`src/rtl/spin_speed_ramp_ctrl_if.sv`:
```
// spin_speed_ramp_ctrl_if: front-panel and motor-command signals of the spin-speed ramp controller
interface spin_speed_ramp_ctrl_if #(
  parameter int SPEED_W = 11
);
  logic [2:0]         wash_mode;
  logic               load_mode;
  logic               inc;
  logic               dec;
  logic               lock;
  logic               spin_en;
  logic [3:0]         selected_level;
  logic [SPEED_W-1:0] selected_speed;
  logic [SPEED_W-1:0] motor_speed;
  logic               ramping;
  logic               at_speed;
  modport master (
    output wash_mode, load_mode, inc, dec, lock, spin_en,
    input  selected_level, selected_speed, motor_speed, ramping, at_speed
  );
  modport slave (
    input  wash_mode, load_mode, inc, dec, lock, spin_en,
    output selected_level, selected_speed, motor_speed, ramping, at_speed
  );
endinterface

```
`src/rtl/spin_speed_ramp_ctrl.sv`:
```
// spin_speed_ramp_ctrl: per-mode spin level selector with a rate-limited motor speed ramp
module spin_speed_ramp_ctrl #(
  parameter int          SPEED_W          = 11,
  parameter int          NUM_LEVELS       = 6,
  parameter int          SPEED_MIN        = 400,
  parameter int          SPEED_STEP       = 200,
  parameter logic [31:0] MODE_DEFAULT_LVL = 32'h52052455,
  parameter logic [31:0] MODE_MAX_LVL     = 32'h52153455,
  parameter int          RAMP_DIV         = 4,
  parameter int          RAMP_STEP        = 150
) (
  input logic                   clk,
  input logic                   reset_n,
  spin_speed_ramp_ctrl_if.slave bus
);
  localparam int               PW      = RAMP_DIV > 1 ? $clog2(RAMP_DIV) : 1;
  localparam logic [3:0]       LVL_TOP = 4'(NUM_LEVELS - 1);
  localparam logic [PW-1:0]    PRE_TOP = PW'(RAMP_DIV - 1);
  localparam logic [SPEED_W:0] STEP_X  = (SPEED_W + 1)'(RAMP_STEP);

  if ((SPEED_MIN + (NUM_LEVELS - 1) * SPEED_STEP) >= (1 << SPEED_W) ||
      NUM_LEVELS < 2 || NUM_LEVELS > 16 || RAMP_DIV < 1) begin : g_bad_params
    $error("spin_speed_ramp_ctrl: top speed exceeds SPEED_W or level/divider parameters out of range");
  end

  logic [3:0]         r_level;
  logic               r_init;
  logic               r_inc_prev;
  logic               r_dec_prev;
  logic [PW-1:0]      r_pre;
  logic [SPEED_W-1:0] r_motor;

  logic [3:0]         w_max_raw, w_dflt_raw, w_max, w_dflt;
  logic               w_inc_rise, w_dec_rise, w_tick;
  logic [SPEED_W-1:0] w_speed, w_target, w_up, w_dn, w_next;

  assign w_max_raw  = MODE_MAX_LVL[{bus.wash_mode, 2'b00} +: 4];
  assign w_dflt_raw = MODE_DEFAULT_LVL[{bus.wash_mode, 2'b00} +: 4];
  assign w_max      = w_max_raw > LVL_TOP ? LVL_TOP : w_max_raw;
  assign w_dflt     = w_dflt_raw > w_max ? w_max : w_dflt_raw;
  assign w_inc_rise = bus.inc & ~r_inc_prev;
  assign w_dec_rise = bus.dec & ~r_dec_prev;
  assign w_speed    = SPEED_W'(SPEED_MIN) + SPEED_W'(r_level) * SPEED_W'(SPEED_STEP);
  assign w_target   = bus.spin_en ? w_speed : '0;
  assign w_tick     = r_pre == PRE_TOP;
  assign w_up       = w_target - r_motor;
  assign w_dn       = r_motor - w_target;

  // Step toward the target by at most RAMP_STEP, clamping on the final step so it never overshoots
  always_comb
    w_next = r_motor < w_target ? r_motor + ({1'b0, w_up} > STEP_X ? STEP_X[SPEED_W-1:0] : w_up) :
             r_motor > w_target ? r_motor - ({1'b0, w_dn} > STEP_X ? STEP_X[SPEED_W-1:0] : w_dn) :
             r_motor;

  // Level selection: load/init beats lock; simultaneous inc+dec rises cancel; both directions wrap
  always_ff @(posedge clk or negedge reset_n)
    if (!reset_n) begin
      r_level    <= '0;
      r_init     <= 1'b1;
      r_inc_prev <= 1'b1;
      r_dec_prev <= 1'b1;
    end else begin
      r_inc_prev <= bus.inc;
      r_dec_prev <= bus.dec;
      if (r_init || bus.load_mode) begin
        r_level <= w_dflt;
        r_init  <= 1'b0;
      end else if (!bus.lock && (w_inc_rise ^ w_dec_rise))
        r_level <= w_inc_rise ? (r_level >= w_max ? 4'd0 : r_level + 4'd1)
                              : (r_level == 4'd0 ? w_max : r_level - 4'd1);
    end

  // Free-running prescaler; motor speed only moves on its wrap
  always_ff @(posedge clk or negedge reset_n)
    if (!reset_n) begin
      r_pre   <= '0;
      r_motor <= '0;
    end else begin
      r_pre <= w_tick ? '0 : r_pre + PW'(1);
      if (w_tick) r_motor <= w_next;
    end

  assign bus.selected_level = r_level;
  assign bus.selected_speed = w_speed;
  assign bus.motor_speed    = r_motor;
  assign bus.ramping        = r_motor != w_target;
  assign bus.at_speed       = bus.spin_en && r_motor == w_target;
endmodule

```
`src/flat_wrapper.sv`:
```
// flat-port wrapper written by rule: the top's interface ports become plain ports
module spin_speed_ramp_ctrl_flat 
#(
  parameter int          SPEED_W          = 11,
  parameter int          NUM_LEVELS       = 6,
  parameter int          SPEED_MIN        = 400,
  parameter int          SPEED_STEP       = 200,
  parameter logic [31:0] MODE_DEFAULT_LVL = 32'h52052455,
  parameter logic [31:0] MODE_MAX_LVL     = 32'h52153455,
  parameter int          RAMP_DIV         = 4,
  parameter int          RAMP_STEP        = 150
)
  (clk, reset_n, bus_wash_mode, bus_load_mode, bus_inc, bus_dec, bus_lock, bus_spin_en, bus_selected_level, bus_selected_speed, bus_motor_speed, bus_ramping, bus_at_speed);
  spin_speed_ramp_ctrl_if #(.SPEED_W(SPEED_W)) bus_i ();
  input logic clk;
  input logic reset_n;
  input wire logic [$bits(bus_i.wash_mode)-1:0] bus_wash_mode;
  input wire logic [$bits(bus_i.load_mode)-1:0] bus_load_mode;
  input wire logic [$bits(bus_i.inc)-1:0] bus_inc;
  input wire logic [$bits(bus_i.dec)-1:0] bus_dec;
  input wire logic [$bits(bus_i.lock)-1:0] bus_lock;
  input wire logic [$bits(bus_i.spin_en)-1:0] bus_spin_en;
  output wire logic [$bits(bus_i.selected_level)-1:0] bus_selected_level;
  output wire logic [$bits(bus_i.selected_speed)-1:0] bus_selected_speed;
  output wire logic [$bits(bus_i.motor_speed)-1:0] bus_motor_speed;
  output wire logic [$bits(bus_i.ramping)-1:0] bus_ramping;
  output wire logic [$bits(bus_i.at_speed)-1:0] bus_at_speed;
  assign bus_i.wash_mode = bus_wash_mode;
  assign bus_i.load_mode = bus_load_mode;
  assign bus_i.inc = bus_inc;
  assign bus_i.dec = bus_dec;
  assign bus_i.lock = bus_lock;
  assign bus_i.spin_en = bus_spin_en;
  assign bus_selected_level = bus_i.selected_level;
  assign bus_selected_speed = bus_i.selected_speed;
  assign bus_motor_speed = bus_i.motor_speed;
  assign bus_ramping = bus_i.ramping;
  assign bus_at_speed = bus_i.at_speed;
  spin_speed_ramp_ctrl #(.SPEED_W(SPEED_W), .NUM_LEVELS(NUM_LEVELS), .SPEED_MIN(SPEED_MIN), .SPEED_STEP(SPEED_STEP), .MODE_DEFAULT_LVL(MODE_DEFAULT_LVL), .MODE_MAX_LVL(MODE_MAX_LVL), .RAMP_DIV(RAMP_DIV), .RAMP_STEP(RAMP_STEP)) u_core (.clk(clk), .reset_n(reset_n), .bus(bus_i));
endmodule
```
`config.mk`:
```
export PLATFORM = sky130hd
export DESIGN_NAME = spin_speed_ramp_ctrl_flat
export DESIGN_NICKNAME = d
export VERILOG_FILES = /design/src/rtl/spin_speed_ramp_ctrl_if.sv /design/src/rtl/spin_speed_ramp_ctrl.sv /design/src/flat_wrapper.sv
export SDC_FILE = /design/constraint.sdc
export NUM_CORES = 1
export LEC_CHECK = 0
export CORE_MARGIN = 4
export CORE_UTILIZATION = 48
export DETAILED_ROUTE_END_ITERATION = 10
export PLACE_DENSITY = 0.69
export SYNTH_ARGS = -nofsm -noshare
export SYNTH_HDL_FRONTEND = slang
export SYNTH_SLANG_ARGS = --single-unit
```
`constraint.sdc`:
```
create_clock -name clk -period 8.8 [get_ports clk]
set_input_delay 1.76 -clock clk [delete_from_list [all_inputs] [get_ports clk]]
set_output_delay 1.76 -clock clk [all_outputs]
set_load 0.02 [all_outputs]
```
==> results.py, run 1 <==
metrics = {
    "critical_path": {
        "crit_required_ns": 8.94,
        "end_kind": "flop",
        "critical_path.top_delay_family": "simple AND/OR/NAND/NOR gates",
        "cp-start-kind": "input pin",
        "regToRegSetupSlack_ns": 1.18,
        "arrival_ns": 7.84,
        "cp_slowest_cell": "o31ai_1",
        "r2r_start": "u_core.bus.selected_level[1]",
        "r2r_cells": 34,
        "crit_buf_inv": 2,
        "path_class": "input pin to flop",
        "cpMostUsedCell": "ha_1",
        "path_max_fanout": 9,
        "slowest_delay_ns": 0.57,
        "worst_r2r_endpoint": "u_core.bus.motor_speed[10]",
    },
    "placement": {
        "numPortBuffers": 34,
        "place_inst": 499,
        "place_congestion": 0.928,
        "post-dp-hpwl_mm": 6.00,
    },
    "logic_synthesis": {
        "synth_top_area_share": 0.193,
        "syn_inst": 400,
        "synth_edf_count": 0,
        "ys_seq_elements": 20,
        "syn_area_per_cell_um2": 7.61,
        "synth.area.top_cells": "ha_1 19%, dfrtp_1 14%, nand2_1 5.9%, a21oi_1 5.4%, inv_1 4.7%",
        "synth_flop_cell": "dfrtp_1",
        "yosysSeqAreaShare": 0.166,
        "syn_area_um2": 3040,
        "synth.distinct_cells": 60,
        "yosysWarnings": 0,
        "async_flop_share": 1.00,
        "yosys.area.top_type": "ha_1",
    },
    "routing": {
        "drtAntennaViolNets": 0,
        "first_iter_violations": 178,
        "vias_per_cell": 5.67,
        "drtPass1Iterations": 5,
        "num_vias": 2851,
        "wl_per_cell_um": 15.0,
        "post-route-drc-count": 0,
        "wirelength_mm": 7.55,
    },
    "sta": {
        "slew_headroom": 0.278,
        "fin_crit_sh": 0.875,
        "setup_tns_ns": 0,
        "hold_viol_final": 0,
        "max_slew.worst_pin.slew_ns": 1.08,
        "drv_slew": 0,
        "rsz0062_at_grt": "no",
        "min_period_ns": 7.70,
        "setup_violations": 0,
        "fmax_mhz": 130,
        "fin_skew_ns": 0.00287,
    },
    "die": {
        "die_w_um": 87.6,
        "num_rows": 28,
        "die-area_um2": 7680,
        "initial_core_util": 0.505,
        "die_y_um": 87.6,
        "io_pins": 38,
        "coreArea_um2": 6030,
    },
    "worst_hold_path": {
        "hold_class": "flop to flop",
        "hold_path_end": "u_core.r_pre[0]",
        "min_from": "u_core.r_pre[0]",
        "worstHoldPathCells": 1,
    },
    "grt": {
        "grt_first_pass_wirelength_mm": 13.3,
        "grt_max_degree": 23,
        "grt_use_total": 0.215,
        "overflow": 0,
        "antenna_found_initial": 0,
        "grt_pass1_vias": 2852,
    },
    "outcome": {
        "outcome": "complete, no violations",
    },
    "clocking": {
        "path_clk_slew_ns": 0.09,
        "numClockSinks": 20,
        "cts_setup_buffers": 0,
        "cts_buffers": 3,
        "cts_tree": "yes",
        "clock_latency_ns": 0.28,
        "cts_root_buf": "clkbuf_8",
        "cts_hold_buf": 0,
        "cts_max_path_buffers": 2,
        "cts_htree_levels": 1,
        "ctsResizeCount": 0,
    },
    "finish": {
        "layoutNonFillerInstCount": 503,
        "multi_input_comb_area_um2": 2330,
        "area_delta_synth_final_pct": 14.8,
        "antenna-diode-count": 0,
        "finalNetCount": 489,
        "fill_cells": 567,
        "seqCellArea_um2": 504,
        "drive_above_1_share": 0.0327,
    },
    "flow_run": {
        "drv_cap": 0,
    },
}
-- cell type report --
class	count	area share
multi-input combinational	331	0.668
sequential	20	0.144
timing repair buffer	35	0.0996
inverter	38	0.0408
tap	75	0.0269
clock buffer	3	0.0118
clock inverter	1	0.00860
-- cell usage in the layout, fill, tap and decap left out, types with 4 or more instances in the layout --
cell	Yosys	final
nor2_1	23	23
a31oi_1	7	7
o21ai_0	23	23
a21oi_1	33	33
a21o_1	7	7
dfrtp_1	17	17
nor2b_1	5	5
xnor2_1	16	16
nor4_1	6	6
nand3_1	12	12
nand3b_1	4	4
nor3_1	11	11
conb_1	1	4
clkdlybuf4s50_1	0	34
nand2b_1	10	10
xor2_1	16	16
inv_1	38	38
and2_1	5	5
nand2_1	48	48
ha_1	47	47
-- kinds of logic (layout without fill, tap and decap cells) --
group	count (synthesis)	in the layout	share of synthesized area
AND/OR/NAND/NOR	138	138	0.227
XOR/XNOR	32	32	0.0921
flip-flops	20	20	0.166
buffers and inverters	52	77	0.0720
other	1	4	0.00123
multiplexers	2	2	0.00658
AO/OA/AOI/OAI	105	105	0.222
adder cells (fa/ha/maj)	50	50	0.213
-- cells in the mapped netlist, types with 4 or more instances --
cell	number
nor2_1	23
nor2b_1	5
o21ai_0	23
nor4_1	6
a31oi_1	7
xnor2_1	16
dfrtp_1	17
a21oi_1	33
inv_1	38
a21o_1	7
xor2_1	16
clkbuf_1	8
ha_1	47
nand3_1	12
nor3_1	11
nand2_1	48
nand3b_1	4
and2_1	5
buf_4	4
nand2b_1	10
-- through the flow --
stage,setup slack [ns],utilization,instance area (um^2),hold slack (ns)
floorplan,1.81,-,3050,0.403
global placement,1.11,0.567,3420,0.413
detailed placement,0.916,0.567,3420,0.417
CTS,1.19,0.579,3490,0.429
global route,0.666,0.580,3490,0.451
finish,1.10,0.580,3490,0.425
-- registers in the layout, indices dropped and copies added, names as in the netlist --
| name | flops |
|---|---|
| u_core.bus.motor_speed | 11 |
| u_core.bus.selected_level | 4 |
| u_core.r_dec_prev | 1 |
| u_core.r_inc_prev | 1 |
| u_core.r_init | 1 |
| u_core.r_pre | 2 |
-- worst max path at each step --
stage                            startpoint                         end  slack (ns)  cells past startpoint
2_1_floorplan  u_core.bus.selected_level[1]  u_core.bus.motor_speed[10]        1.81                     33
3_3_place_gp                    bus_spin_en  u_core.bus.motor_speed[10]        1.11                     26
3_5_place_dp                    bus_spin_en  u_core.bus.motor_speed[10]        0.92                     26
4_1_cts                         bus_spin_en  u_core.bus.motor_speed[10]        1.19                     26
5_1_grt                         bus_spin_en  u_core.bus.motor_speed[10]        0.67                     26
6_report                        bus_spin_en  u_core.bus.motor_speed[10]        1.10                     26
-- routing by layer --
layer,wire [um],up-vias,GRT usage
met5,0,-,0
met4,87,0,0.0572
met1,3590,1301,0.296
met2,3490,82,0.356
met3,379,7,0.0226
li1,-,1461,-
-- worst reg2reg max path, delay by kind of cell, from the launching register on --
family                     cells  cell delay [ns]
xor gates and xnor gates       2             0.40
adders and majority gates      6             1.99
and+or+nand+nor               14             2.15
AOI/OAI and AO/OA              8             2.06
DFF                            1             0.50
buffers and inverters          4             0.37
Power of run 1 is not shown: default switching activity piles up to over one toggle a cycle in this logic, so the estimate is an artifact.
==> inputs of run 2 (changes only) <==
==> constraint.sdc (replaced) <==
create_clock -name clk -period 7.7 [get_ports clk]
set_input_delay 1.54 -clock clk [delete_from_list [all_inputs] [get_ports clk]]
set_output_delay 1.54 -clock clk [all_outputs]
set_load 0.02 [all_outputs]
==> run 2 against run 1 <==
- worst setup slack worse by 0.57 ns
- global-route usage up 0.13 points
- first-iteration DRC count up 21%
- sequential share of layout area down 0.19 points
- clock skew up 0.0030 ns
- count of clock-buffer cells in the layout unchanged
- worst hold slack better by 0.0020 ns
- core utilization up 0.91 points
- final cell count up 0.60%
- register-to-register slack worse by 0.48 ns
- non-clock buffer count up 3
- wire length up 2.2%
==> results.py, run 2 (same netlist as run 1, synthesis figures left out) <==
metrics = {
    "die": {
        "die-area_um2": 7680,
        "die_w_um": 87.6,
        "coreArea_um2": 6030,
        "die_y_um": 87.6,
        "initial_core_util": 0.505,
        "num_rows": 28,
        "io_pins": 38,
    },
    "grt": {
        "overflow": 0,
        "grt_pass1_vias": 2913,
        "grt_max_degree": 23,
        "grt_first_pass_wirelength_mm": 13.6,
        "antenna_found_initial": 0,
        "grt_use_total": 0.216,
    },
    "sta": {
        "fin_skew_ns": 0.00585,
        "rsz0062_at_grt": "no",
        "fin_crit_sh": 0.931,
        "max_slew.worst_pin.slew_ns": 1.20,
        "drv_slew": 0,
        "fmax_mhz": 139,
        "setup_violations": 0,
        "min_period_ns": 7.17,
        "slew_headroom": 0.176,
        "setup_tns_ns": 0,
        "hold_viol_final": 0,
    },
    "critical_path": {
        "path_class": "input pin to flop",
        "r2r_cells": 33,
        "worst_r2r_endpoint": "u_core.bus.motor_speed[10]",
        "end_kind": "flop",
        "cp-start-kind": "input pin",
        "path_max_fanout": 9,
        "crit_required_ns": 7.82,
        "r2r_start": "u_core.bus.selected_level[1]",
        "regToRegSetupSlack_ns": 0.70,
        "arrival_ns": 7.30,
    },
    "worst_hold_path": {
        "worstHoldPathCells": 1,
        "min_from": "u_core.r_pre[0]",
        "hold_class": "flop to flop",
        "hold_path_end": "u_core.r_pre[0]",
    },
    "routing": {
        "dr_wl_met3_um": 443,
        "vias_per_cell": 5.80,
        "wl_met1_mm": 3.63,
        "first_iter_violations": 216,
        "drtAntennaViolNets": 0,
        "num_vias": 2936,
        "top_layer_used": "met4",
        "wl_met2_mm": 3.52,
        "wirelength_mm": 7.72,
        "wl_per_cell_um": 15.2,
        "drtPass1Iterations": 4,
        "post-route-drc-count": 0,
    },
    "clocking": {
        "cts_max_path_buffers": 2,
        "cts_root_buf": "clkbuf_8",
        "cts_htree_levels": 1,
        "cts_buffers": 3,
        "path_clk_slew_ns": 0.08,
        "numClockSinks": 20,
        "cts_tree": "yes",
        "clock_latency_ns": 0.27,
        "cts_hold_buf": 0,
    },
    "finish": {
        "finalNetCount": 492,
        "area_delta_synth_final_pct": 16.6,
        "drive_above_1_share": 0.0557,
        "seqCellArea_um2": 505,
        "final_common_cell": "nand2_1",
        "multi_input_comb_area_um2": 2360,
        "final_cell_mix": "48 x nand2_1, 46 x ha_1, 38 x inv_1, 34 x clkdlybuf4s50_1, 33 x a21oi_1",
        "design_area_um2": 3550,
        "largest_reg_flops": 11,
        "antenna-diode-count": 0,
        "fin_util": 0.589,
        "fill_cells": 564,
    },
    "placement": {
        "post-dp-hpwl_mm": 6.03,
        "dpl_cell_area_um2": 3440,
        "numPortBuffers": 34,
        "place_congestion": 0.937,
    },
    "flow_run": {
        "drv_cap": 0,
    },
    "outcome": {
        "outcome": "complete, no violations",
    },
}
[run 2: final cells by class]
cell class / count / area share
Clock buffer: 3 / 0.0116
Clock inverter: 1 / 0.00847
Inverter: 38 / 0.0402
Multi-Input combinational cell: 331 / 0.666
Sequential cell: 20 / 0.143
Tap cell: 75 / 0.0265
Timing Repair Buffer: 38 / 0.104
[run 2: metal layers]
metal  GRT usage  up-vias
li1            -     1458
met1       0.296     1360
met4      0.0628        0
met2       0.353      108
met5           0        -
met3      0.0301       10
[run 2: how the worst max path moves through the flow]
| stage | start | to | slack (ns) | cells past startpoint |
|---|---|---|---|---|
| 2_1_floorplan | u_core.bus.selected_level[1] | u_core.bus.motor_speed[10] | 0.71 | 33 |
| 3_3_place_gp | bus_spin_en | u_core.bus.motor_speed[10] | 0.34 | 26 |
| 3_5_place_dp | bus_spin_en | u_core.bus.motor_speed[10] | 0.15 | 26 |
| 4_1_cts | u_core.bus.selected_level[1] | u_core.bus.motor_speed[10] | 0.39 | 34 |
| 5_1_grt | u_core.bus.selected_level[2] | u_core.bus.motor_speed[10] | 0.08 | 32 |
| 6_report | bus_spin_en | u_core.bus.motor_speed[10] | 0.53 | 25 |
[run 2: what timing repair did]
action,in CTS,in global routing
setup endpoints to repair,0,1
resized for setup,0,8
endpoints found under the hold margin,0,0
setup buffers,0,0
[run 2: through the flow]
stage | setup slack (ns) | instances | hold WS [ns]
CTS | 0.388 | 506 | 0.428
detailed placement | 0.148 | 502 | 0.417
floorplan | 0.714 | 403 | 0.403
global placement | 0.339 | 502 | 0.413
global route | 0.0812 | 506 | 0.458
finish | 0.528 | 506 | 0.427
[run 2: worst max-delay path: stages]
cell and delay [ns]:
clkdlybuf4s50_1 0.55, and2_1 0.24, ha_2 0.42, or3b_4 0.43
o211a_1 0.27, nor3_4 0.24, mux2i_1 0.19, a2111oi_4 0.39
nor2b_1 0.19, ha_1 0.22, inv_1 0.06, nor3_1 0.20
a31oi_1 0.12, nor3_1 0.21, xor2_1 0.18, a21oi_1 0.09
a31oi_1 0.19, ha_1 0.27, or2_2 0.30, a21oi_1 0.26
o31ai_2 0.15, nand4_1 0.12, a21oi_1 0.06, nor4_2 0.29
o211ai_1 0.12
Power of run 2 is left out for the same reason.
==> inputs of run 3 (changes only) <==
--- a/config.mk
+++ b/config.mk
@@ -7,7 +7,9 @@
 export LEC_CHECK = 0
 export CORE_MARGIN = 4
 export CORE_UTILIZATION = 48
+export CTS_CLUSTER_SIZE = 25
 export DETAILED_ROUTE_END_ITERATION = 10
+export GPL_TIMING_DRIVEN = 0
 export PLACE_DENSITY = 0.69
 export SYNTH_ARGS = -nofsm -noshare
 export SYNTH_HDL_FRONTEND = slang
==> run 3 against run 2 <==
- non-clock buffer count increased by 11
- via count is 0.14% higher
- count of clock-buffer cells in the layout is the same
- design area is 1.3% higher
- clock skew decreased by 0.0037 ns
- critical endpoint unchanged
- worst hold slack improved by 0.0070 ns
- global-route usage increased by 0.17 points
- first-iteration DRC count fell by 9.7%
==> results.py, run 3 (same netlist as run 1, synthesis figures left out) <==
metrics = {
    "outcome": {
        "outcome": "complete, no violations",
    },
    "sta": {
        "fmax_mhz": 142,
        "hold_viol_final": 0,
        "max_slew.worst_pin.slew_ns": 1.27,
        "setup_tns_ns": 0,
        "setup_slack_ns": 0.661,
        "min_period_ns": 7.04,
        "fin_crit_sh": 0.914,
        "drv_slew": 0,
        "slew_headroom": 0.131,
        "rsz0062_at_grt": "no",
        "setup_violations": 0,
        "fin_skew_ns": 0.00219,
    },
    "critical_path": {
        "arrival_ns": 7.18,
        "critical_path.top_delay_family": "simple AND/OR/NAND/NOR gates",
        "slowest_delay_ns": 0.51,
        "crit_required_ns": 7.84,
        "path_max_fanout": 10,
        "end_kind": "flop",
        "path_class": "flop to flop",
        "cp-start-kind": "flop",
        "cp_slowest_cell": "fa_1",
        "cpMostUsedCell": "ha_1",
        "crit_buf_inv": 5,
    },
    "finish": {
        "layoutNonFillerInstCount": 517,
        "final_cell_mix": "48 x nand2_1, 47 x ha_1, 38 x inv_1, 33 x a21oi_1, 33 x clkdlybuf4s50_1",
        "final_common_cell": "nand2_1",
        "area_delta_synth_final_pct": 18.1,
        "largest_reg_flops": 11,
        "fill_cells": 559,
        "antenna-diode-count": 0,
        "drive_above_1_share": 0.0633,
        "multi_input_comb_area_um2": 2350,
        "finalNetCount": 503,
        "seqCellArea_um2": 507,
    },
    "die": {
        "die-area_um2": 7680,
        "num_rows": 28,
        "die_w_um": 87.6,
        "coreArea_um2": 6030,
        "initial_core_util": 0.505,
        "io_pins": 38,
        "die_y_um": 87.6,
    },
    "clocking": {
        "numClockSinks": 20,
        "cts_buffers": 3,
        "cts_max_path_buffers": 2,
        "cts_tree": "yes",
        "clock_latency_ns": 0.27,
        "cts_root_buf": "clkbuf_8",
        "path_clk_slew_ns": 0.09,
        "cts_htree_levels": 1,
    },
    "placement": {
        "numPortBuffers": 33,
        "post-dp-hpwl_mm": 6.21,
        "place_inst": 511,
        "place_congestion": 0.877,
        "pre_cts_ws_ns": 0.106,
    },
    "routing": {
        "first_iter_violations": 195,
        "vias_per_cell": 5.69,
        "wl_per_cell_um": 15.4,
        "drtPass1Iterations": 4,
        "num_vias": 2940,
        "wirelength_mm": 7.97,
        "post-route-drc-count": 0,
        "drtAntennaViolNets": 0,
    },
    "grt": {
        "antenna_found_initial": 0,
        "grt_pass1_vias": 2968,
        "grt_max_degree": 21,
        "overflow": 0,
        "grt_first_pass_wirelength_mm": 13.5,
        "grt_use_total": 0.218,
    },
    "worst_hold_path": {
        "hold_class": "flop to flop",
    },
    "flow_run": {
        "drv_cap": 0,
    },
}
run 3: cell types whose count changed in the layout (fill, tap and decap cells not counted), sizes merged:
cell	change
buf	+4
clkbuf	+8
clkdlybuf4s50	-1
run 3: final timing paths:
| kind | to | cells after the start | start | slack [ns] |
|---|---|---|---|---|
| setup / recovery | u_core.bus.motor_speed[10] | 34 | u_core.bus.selected_level[1] | 0.66 |
| hold / removal | u_core.r_pre[0] | 1 | u_core.r_pre[0] | 0.43 |
| setup reg to reg | u_core.bus.motor_speed[10] | 34 | u_core.bus.selected_level[1] | 0.66 |
| hold reg to reg | u_core.r_pre[0] | 1 | u_core.r_pre[0] | 0.43 |
| max in group asynchronous | u_core.bus.selected_level[1] | 1 | reset_n | 5.17 |
| min in group asynchronous | u_core.bus.motor_speed[0] | 1 | reset_n | 1.83 |
run 3: cell type report:
| type | instances | area share |
|---|---|---|
| timing repair buffer | 35 | 0.0961 |
| clock inverter | 1 | 0.00836 |
| sequential | 20 | 0.141 |
| inverter | 38 | 0.0397 |
| multi-input combinational | 331 | 0.656 |
| tap | 75 | 0.0261 |
| clock buffer | 3 | 0.0115 |
| buffer | 14 | 0.0216 |
run 3: repair_timing:
item | 4_1_cts | 5_1_grt
endpoints found under the setup margin | 1 | 4
hold buffers | 0 | 0
resized for setup | 1 | 8
pin swaps | 0 | 1
gates cloned | 0 | 0
buffers inserted | 0 | 2
run 3: per-layer routing:
metal	GRT usage	vias up	part of all wire
met4	0.0711	0	0.019
met2	0.378	84	0.47
met3	0.0207	14	0.042
met5	0	-	0
met1	0.283	1360	0.47
li1	-	1482	-
run 3: per-stage QoR:
stage	instance area (um^2)	hold WS, ns	utilization
after floorplan	3050	0.403	-
final	3590	0.434	0.596
after detailed placement	3480	0.430	0.577
after global placement	3480	0.413	0.577
after global routing	3590	0.456	0.596
after CTS	3550	0.440	0.590
Power of run 3 is left out for the same reason.
